### config.mk
export PLATFORM = sky130hd
export DESIGN_NAME = fp16_alt_sched
export DESIGN_NICKNAME = d
export VERILOG_FILES = /design/src/rtl/fp16_pkg.sv /design/src/rtl/fp16_alt_core.sv /design/src/rtl/fp16_alt_sched.sv
export SDC_FILE = /design/constraint.sdc
export NUM_CORES = 1
export LEC_CHECK = 0
export CORE_MARGIN = 5
export CORE_UTILIZATION = 25
export DETAILED_ROUTE_END_ITERATION = 6
export MAX_ROUTING_LAYER = met4
export PLACE_DENSITY = 0.45
export SLEW_MARGIN = 15
export SYNTH_ARGS = -nofsm -noshare
export SYNTH_HDL_FRONTEND = slang
export SYNTH_SLANG_ARGS = --single-unit
### constraint.sdc
create_clock -name clk -period 11.2 [get_ports clk]
set_input_delay 1.12 -clock clk [delete_from_list [all_inputs] [get_ports clk]]
set_output_delay 1.12 -clock clk [all_outputs]
set_load 0.01 [all_outputs]
### src/rtl/fp16_pkg.sv
// Shared definitions for the half-precision add/align scheduler.
// Constants, scheduler state encoding and the registered result bundle.
package fp16_pkg;

    localparam int FP16_W   = 16;
    localparam int EXP_W    = 5;
    localparam int MAN_W    = 10;
    localparam int FRAC_W   = 21;
    localparam int EXP_BIAS = 15;

    typedef enum logic [1:0] {
        IDLE,
        EXEC,
        DONE
    } sched_state_t;

    typedef struct packed {
        logic              sign;
        logic [EXP_W-1:0]  exp;
        logic [FRAC_W-1:0] frac;
    } fp16_res_t;

endpackage

### src/rtl/fp16_alt_core.sv
// Combinational half-precision add/align/normalise datapath.
// Zero-exponent operands count as zero; results flush or saturate.
module fp16_alt_core
    import fp16_pkg::*;
(
    input  logic [FP16_W-1:0] a,
    input  logic [FP16_W-1:0] b,
    output logic              sign,
    output logic [EXP_W-1:0]  exp,
    output logic [FRAC_W-1:0] frac
);

    localparam int SUM_W = FRAC_W + 1;
    localparam int GRD_W = FRAC_W - MAN_W - 1;

    logic              sa, sb;
    logic [EXP_W-1:0]  ea, eb;
    logic [FRAC_W-1:0] ma, mb;
    logic              s_big, s_small;
    logic [EXP_W-1:0]  e_big, e_small;
    logic [FRAC_W-1:0] m_big, m_small, m_shift;
    logic [SUM_W-1:0]  mag;
    logic [4:0]        lead;
    logic              found;
    logic signed [7:0] e_res;

    // Unpack operands; significand carries the hidden one and guard bits.
    always_comb begin
        sa = a[FP16_W-1];
        sb = b[FP16_W-1];
        ea = a[FP16_W-2:MAN_W];
        eb = b[FP16_W-2:MAN_W];
        ma = (ea == '0) ? '0 : {1'b1, a[MAN_W-1:0], {GRD_W{1'b0}}};
        mb = (eb == '0) ? '0 : {1'b1, b[MAN_W-1:0], {GRD_W{1'b0}}};
    end

    // Order by magnitude, align the smaller one, then add or subtract.
    always_comb begin
        if ((ea > eb) || ((ea == eb) && (ma >= mb))) begin
            s_big   = sa;
            s_small = sb;
            e_big   = ea;
            e_small = eb;
            m_big   = ma;
            m_small = mb;
        end else begin
            s_big   = sb;
            s_small = sa;
            e_big   = eb;
            e_small = ea;
            m_big   = mb;
            m_small = ma;
        end
        m_shift = m_small >> (e_big - e_small);
        if (s_big == s_small) begin
            mag = {1'b0, m_big} + {1'b0, m_shift};
        end else begin
            mag = {1'b0, m_big} - {1'b0, m_shift};
        end
    end

    // Locate the most significant set bit of the magnitude.
    always_comb begin
        lead  = '0;
        found = 1'b0;
        for (int i = 0; i < SUM_W; i++) begin
            if (mag[i]) begin
                lead  = 5'(i);
                found = 1'b1;
            end
        end
        e_res = $signed({3'b000, e_big}) + $signed({3'b000, lead}) - 8'sd20;
    end

    // Normalise so the leading one sits at the top fraction bit.
    always_comb begin
        sign = 1'b0;
        exp  = '0;
        frac = '0;
        if (!found || (e_res <= 8'sd0)) begin
            sign = 1'b0;
        end else if (e_res >= 8'sd31) begin
            sign = s_big;
            exp  = '1;
        end else begin
            sign = s_big;
            exp  = e_res[EXP_W-1:0];
            if (lead == 5'd21) begin
                frac = mag[SUM_W-1:1];
            end else begin
                frac = mag[FRAC_W-1:0] << (5'd20 - lead);
            end
        end
    end

endmodule

### src/rtl/fp16_alt_sched.sv
// Two-requester round-robin scheduler for the shared add/align datapath.
// Operands registered on accept, result registered one cycle later.
module fp16_alt_sched
    import fp16_pkg::*;
#(
    parameter int CNT_W = 16
)
(
    input  logic              clk,
    input  logic              rst,
    input  logic              req0_valid,
    input  logic [15:0]       req0_a,
    input  logic [15:0]       req0_b,
    output logic              req0_ready,
    input  logic              req1_valid,
    input  logic [15:0]       req1_a,
    input  logic [15:0]       req1_b,
    output logic              req1_ready,
    output logic              res_valid,
    input  logic              res_ready,
    output logic              res_id,
    output logic              res_sign,
    output logic [4:0]        res_exp,
    output logic [20:0]       res_frac,
    output logic              busy,
    output logic [CNT_W-1:0]  done_cnt
);

    sched_state_t      state, state_next;
    logic [FP16_W-1:0] op_a, op_b;
    logic              op_id, last_id;
    logic              any_req, grant_id, accept;
    logic              res_hs;
    logic              core_sign;
    logic [EXP_W-1:0]  core_exp;
    logic [FRAC_W-1:0] core_frac;
    fp16_res_t         res_q;

    fp16_alt_core u_core (
        .a    (op_a),
        .b    (op_b),
        .sign (core_sign),
        .exp  (core_exp),
        .frac (core_frac)
    );

    assign res_hs   = res_valid && res_ready;
    assign busy     = (state != IDLE);
    assign res_sign = res_q.sign;
    assign res_exp  = res_q.exp;
    assign res_frac = res_q.frac;

    // Round-robin grant; readies never look at the payload.
    always_comb begin
        any_req    = req0_valid || req1_valid;
        grant_id   = (req0_valid && req1_valid) ? !last_id : req1_valid;
        accept     = !rst && any_req &&
                     ((state == IDLE) || ((state == DONE) && res_ready));
        req0_ready = accept && !grant_id;
        req1_ready = accept && grant_id;
    end

    // Next-state logic; DONE with a held result waits for the consumer.
    always_comb begin
        state_next = state;
        unique case (state)
            IDLE: begin
                if (accept) state_next = EXEC;
            end
            EXEC: begin
                state_next = DONE;
            end
            DONE: begin
                if (accept)         state_next = EXEC;
                else if (res_ready) state_next = IDLE;
            end
            default: begin
                state_next = IDLE;
            end
        endcase
    end

    // State register.
    always_ff @(posedge clk) begin
        if (rst) state <= IDLE;
        else     state <= state_next;
    end

    // Operand capture and arbitration history.
    always_ff @(posedge clk) begin
        if (rst) begin
            op_a    <= '0;
            op_b    <= '0;
            op_id   <= 1'b0;
            last_id <= 1'b1;
        end else if (accept) begin
            op_a    <= grant_id ? req1_a : req0_a;
            op_b    <= grant_id ? req1_b : req0_b;
            op_id   <= grant_id;
            last_id <= grant_id;
        end
    end

    // Result register; valid drops on handshake unless a new result lands.
    always_ff @(posedge clk) begin
        if (rst) begin
            res_valid <= 1'b0;
            res_id    <= 1'b0;
            res_q     <= '0;
        end else if (state == EXEC) begin
            res_valid <= 1'b1;
            res_id    <= op_id;
            res_q     <= '{sign: core_sign, exp: core_exp, frac: core_frac};
        end else if (res_hs) begin
            res_valid <= 1'b0;
        end
    end

    // Completed-handshake counter, wraps naturally.
    always_ff @(posedge clk) begin
        if (rst)         done_cnt <= '0;
        else if (res_hs) done_cnt <= done_cnt + CNT_W'(1);
    end

endmodule

==> flow_metrics.env <==
export IMPL_ys_ff_latch=81
export IMPL_cts_clk_slew_worst_paths_ns=0.06
export IMPL_wire_per_inst_um=19.46
export IMPL_diodes=0
export IMPL_grt_max_degree=74
export IMPL_outcome="finished, violations left"
export IMPL_final_max_slew_viol_count=0
export IMPL_io_buffers=116
export IMPL_timing_hold_ws_ns=0.4541
export IMPL_hold_violations=0
export IMPL_cts_root_buf="clkbuf_16"
export IMPL_layout_common_cells="buf_4 (153), clkdlybuf4s50_1 (115), nor2_1 (112), nand2_1 (112), dfxtp_1 (80)"
export IMPL_syn_nets=1236
export IMPL_arrival_ns=10.90
export IMPL_setup_viol=0
export IMPL_fin_crit_ns=10.67
export IMPL_die_width_um=195.2
export IMPL_drcViolationCount=7
export IMPL_clock_tree_buffer_depth=2
export IMPL_drive_above_1_share=0.2609
export IMPL_htreeDepth=3
export IMPL_ant_nets=0
export IMPL_core_area_mm2=0.03370
export IMPL_rsz0062_at_grt="true"
export IMPL_first_global_vias=9267
export IMPL_routabilityCongestion=0.9357
export IMPL_finalCritPeriodShare=0.9524
export IMPL_clk_latency_ns=0.35
export IMPL_final_common_cell="buf_4"
export IMPL_dpl_hpwl_mm=27.73
export IMPL_fmax_mhz=93.75
export IMPL_wl_met1_mm=15.59
export IMPL_cts_tree="built"
export IMPL_dp_cells=1753
export IMPL_area_growth_syn_to_layout_pct=41.78
export IMPL_hp_class="reg2reg"
export IMPL_avgViaCountPerCell=5.408
export IMPL_ys_flop_type="dfxtp_1"
export IMPL_end_kind="register"
export IMPL_slew_headroom=0.4344
export IMPL_antenna_found_initial=0
export IMPL_synth_cell_types=101
export IMPL_max_cap_violations=0
export IMPL_ios=117
export IMPL_start_util=0.2544
export IMPL_crit_fanout=8
export IMPL_fp_dieH_um=195.2
export IMPL_die_area_mm2=0.03810
export IMPL_async_reset_ff_frac=0
export IMPL_clock_sinks=81
export IMPL_grt_ovfl_total=0
export IMPL_synth_warnings=0
export IMPL_cpMostUsedCell="a21oi_2"
export IMPL_place_area_mm2=0.01124
export IMPL_fin_worst_skew_ns=0.009193
export IMPL_vias=9719
export IMPL_ys_seq_area_frac=0.1891
export IMPL_wl_met3_mm=1.799
export IMPL_final_area_mm2=0.01216
export IMPL_wl_met2_mm=16.59
export IMPL_criticalPathCategory="reg2reg"
export IMPL_grt_pass1_wl_mm=53.76
export IMPL_firstDrtPassIters=7
export IMPL_highest_layer="met4"
export IMPL_synth_edf_count=0
export IMPL_finalWirelength_mm=34.96
export IMPL_worstPathRequired_ns=11.43
export IMPL_numCtsBuffers=9
export IMPL_final_cell_count_no_fill=1797
export IMPL_grt_usage=0.1793
export IMPL_syn_avg_cell_area_um2=7.622
export IMPL_syn_inst=1125
export IMPL_syn_area_mm2=0.008574
export IMPL_rows=67
export IMPL_worst_path_max_delay_cell="or4_4"
export IMPL_violations="design-rule violations"
export IMPL_worstMarginPinSlew_ns=0.8456
export IMPL_drt_initial_drc_count=810
export IMPL_startpoint_type="register"
export IMPL_finalNetCount=1455
export IMPL_critPathMaxStageDelay_ns=0.54
-- cell families (layout without fill, tap and decap cells) --
family	count (synthesis)	after routing	synth area share
fa+ha+maj	42	42	0.06304
mux	66	66	0.1027
xor+xnor	45	45	0.04772
compound gates	366	366	0.3126
simple gates	418	418	0.2326
buf+inv	107	331	0.05224
flops	81	81	0.1891
-- critical path: cells and delay by family (launching register included) --
family	cells	cell delay, ns
AOI/OAI and AO/OA	24	4.14
and+or+nand+nor	19	3.43
adders and majority gates	5	1.52
muxes	3	0.59
DFF	1	0.32
xor gates and xnor gates	2	0.28
buffers and inverters	2	0.26
-- flip-flops by register name (all words and copies together) (netlist names) --
| name | count |
|---|---|
| op_id | 1 |
| op_b | 16 |
| res_valid | 1 |
| res_id | 1 |
| res_exp | 5 |
| res_frac | 21 |
| state | 2 |
| res_sign | 1 |
| op_a | 16 |
| done_cnt | 16 |
| last_id | 1 |
-- final timing paths --
check	startpoint	to	slack (ns)	depth (start not counted)
worst max-delay path	op_a[12]$_SDFFE_PP0P_	res_frac[17]$_SDFFE_PP0P_	0.53	55
worst min-delay path	res_exp[1]$_SDFFE_PP0P_	res_exp[1]$_SDFFE_PP0P_	0.45	2
worst max register to register	op_a[12]$_SDFFE_PP0P_	res_frac[17]$_SDFFE_PP0P_	0.53	55
worst min register to register	res_exp[1]$_SDFFE_PP0P_	res_exp[1]$_SDFFE_PP0P_	0.45	2
-- metrics by stage --
step | setup WS (ns) | setup TNS [ns] | util
floorplan | 0.02132 | 0 | -
detailed placement | -0.03204 | -0.05348 | 0.3334
CTS | 0.03630 | 0 | 0.3426
finish | 0.5329 | 0 | 0.3607
global placement | 0.06414 | 0 | 0.3334
global route | -0.05769 | -0.2544 | 0.3607
-- synthesized netlist by cell type (all sizes together), types with 4 or more instances --
library cell	count	area [um2]
nand2	123	481.7
nor2	121	459.2
a21oi	85	436.7
dfxtp	81	1622
o21ai	75	375.4
clkbuf	50	187.7
ha	40	500.5
nor3	39	211.5
inv	37	146.4
a222oi	32	320.3
mux2	26	292.8
mux2i	26	272.8
nand3	25	125.1
o211ai	24	198.9
xnor2	24	217.7
xor2	21	191.4
and2	20	127.6
or3	20	130.1
buf	19	110.1
a211oi	17	142.6
and3	17	106.4
a22o	15	131.4
mux4	14	315.3
a22oi	12	90.09
nor2b	12	75.07
nand4	11	68.82
a21o	10	75.07
nand2b	9	56.30
a31oi	8	50.05
o21bai	8	60.06
o21a	7	52.55
a221oi	6	58.80
o211a	6	67.57
or2	6	37.54
a221o	5	50.05
o31ai	5	56.30
a211o	4	43.80
-- layer usage --
metal,global-route usage,up-vias
met5,-,-
met4,0.04784,0
met3,0.02861,62
met2,0.2944,314
met1,0.2306,4641
li1,-,4702
-- area by class of cell --
class	count	area, um2
Fill cell	3572	21540
Multi-Input combinational cell	937	7117
Timing Repair Buffer	276	2396
Sequential cell	81	1623
Tap cell	448	560.5
Clock buffer	11	252.7
Inverter	38	155.1
Clock inverter	5	46.29
Timing Repair inverter	1	6.256
-- timing repair --
item,4_1_cts,5_1_grt
resized for setup,1,87
gates cloned,0,1
setup endpoints to repair,6,27
setup buffers,0,27
pin swaps,0,61
hold buffers,0,0
Power is left out: the tool's default activity adds up to more than one toggle a clock period on the data nets, which glitch-free logic cannot reach.
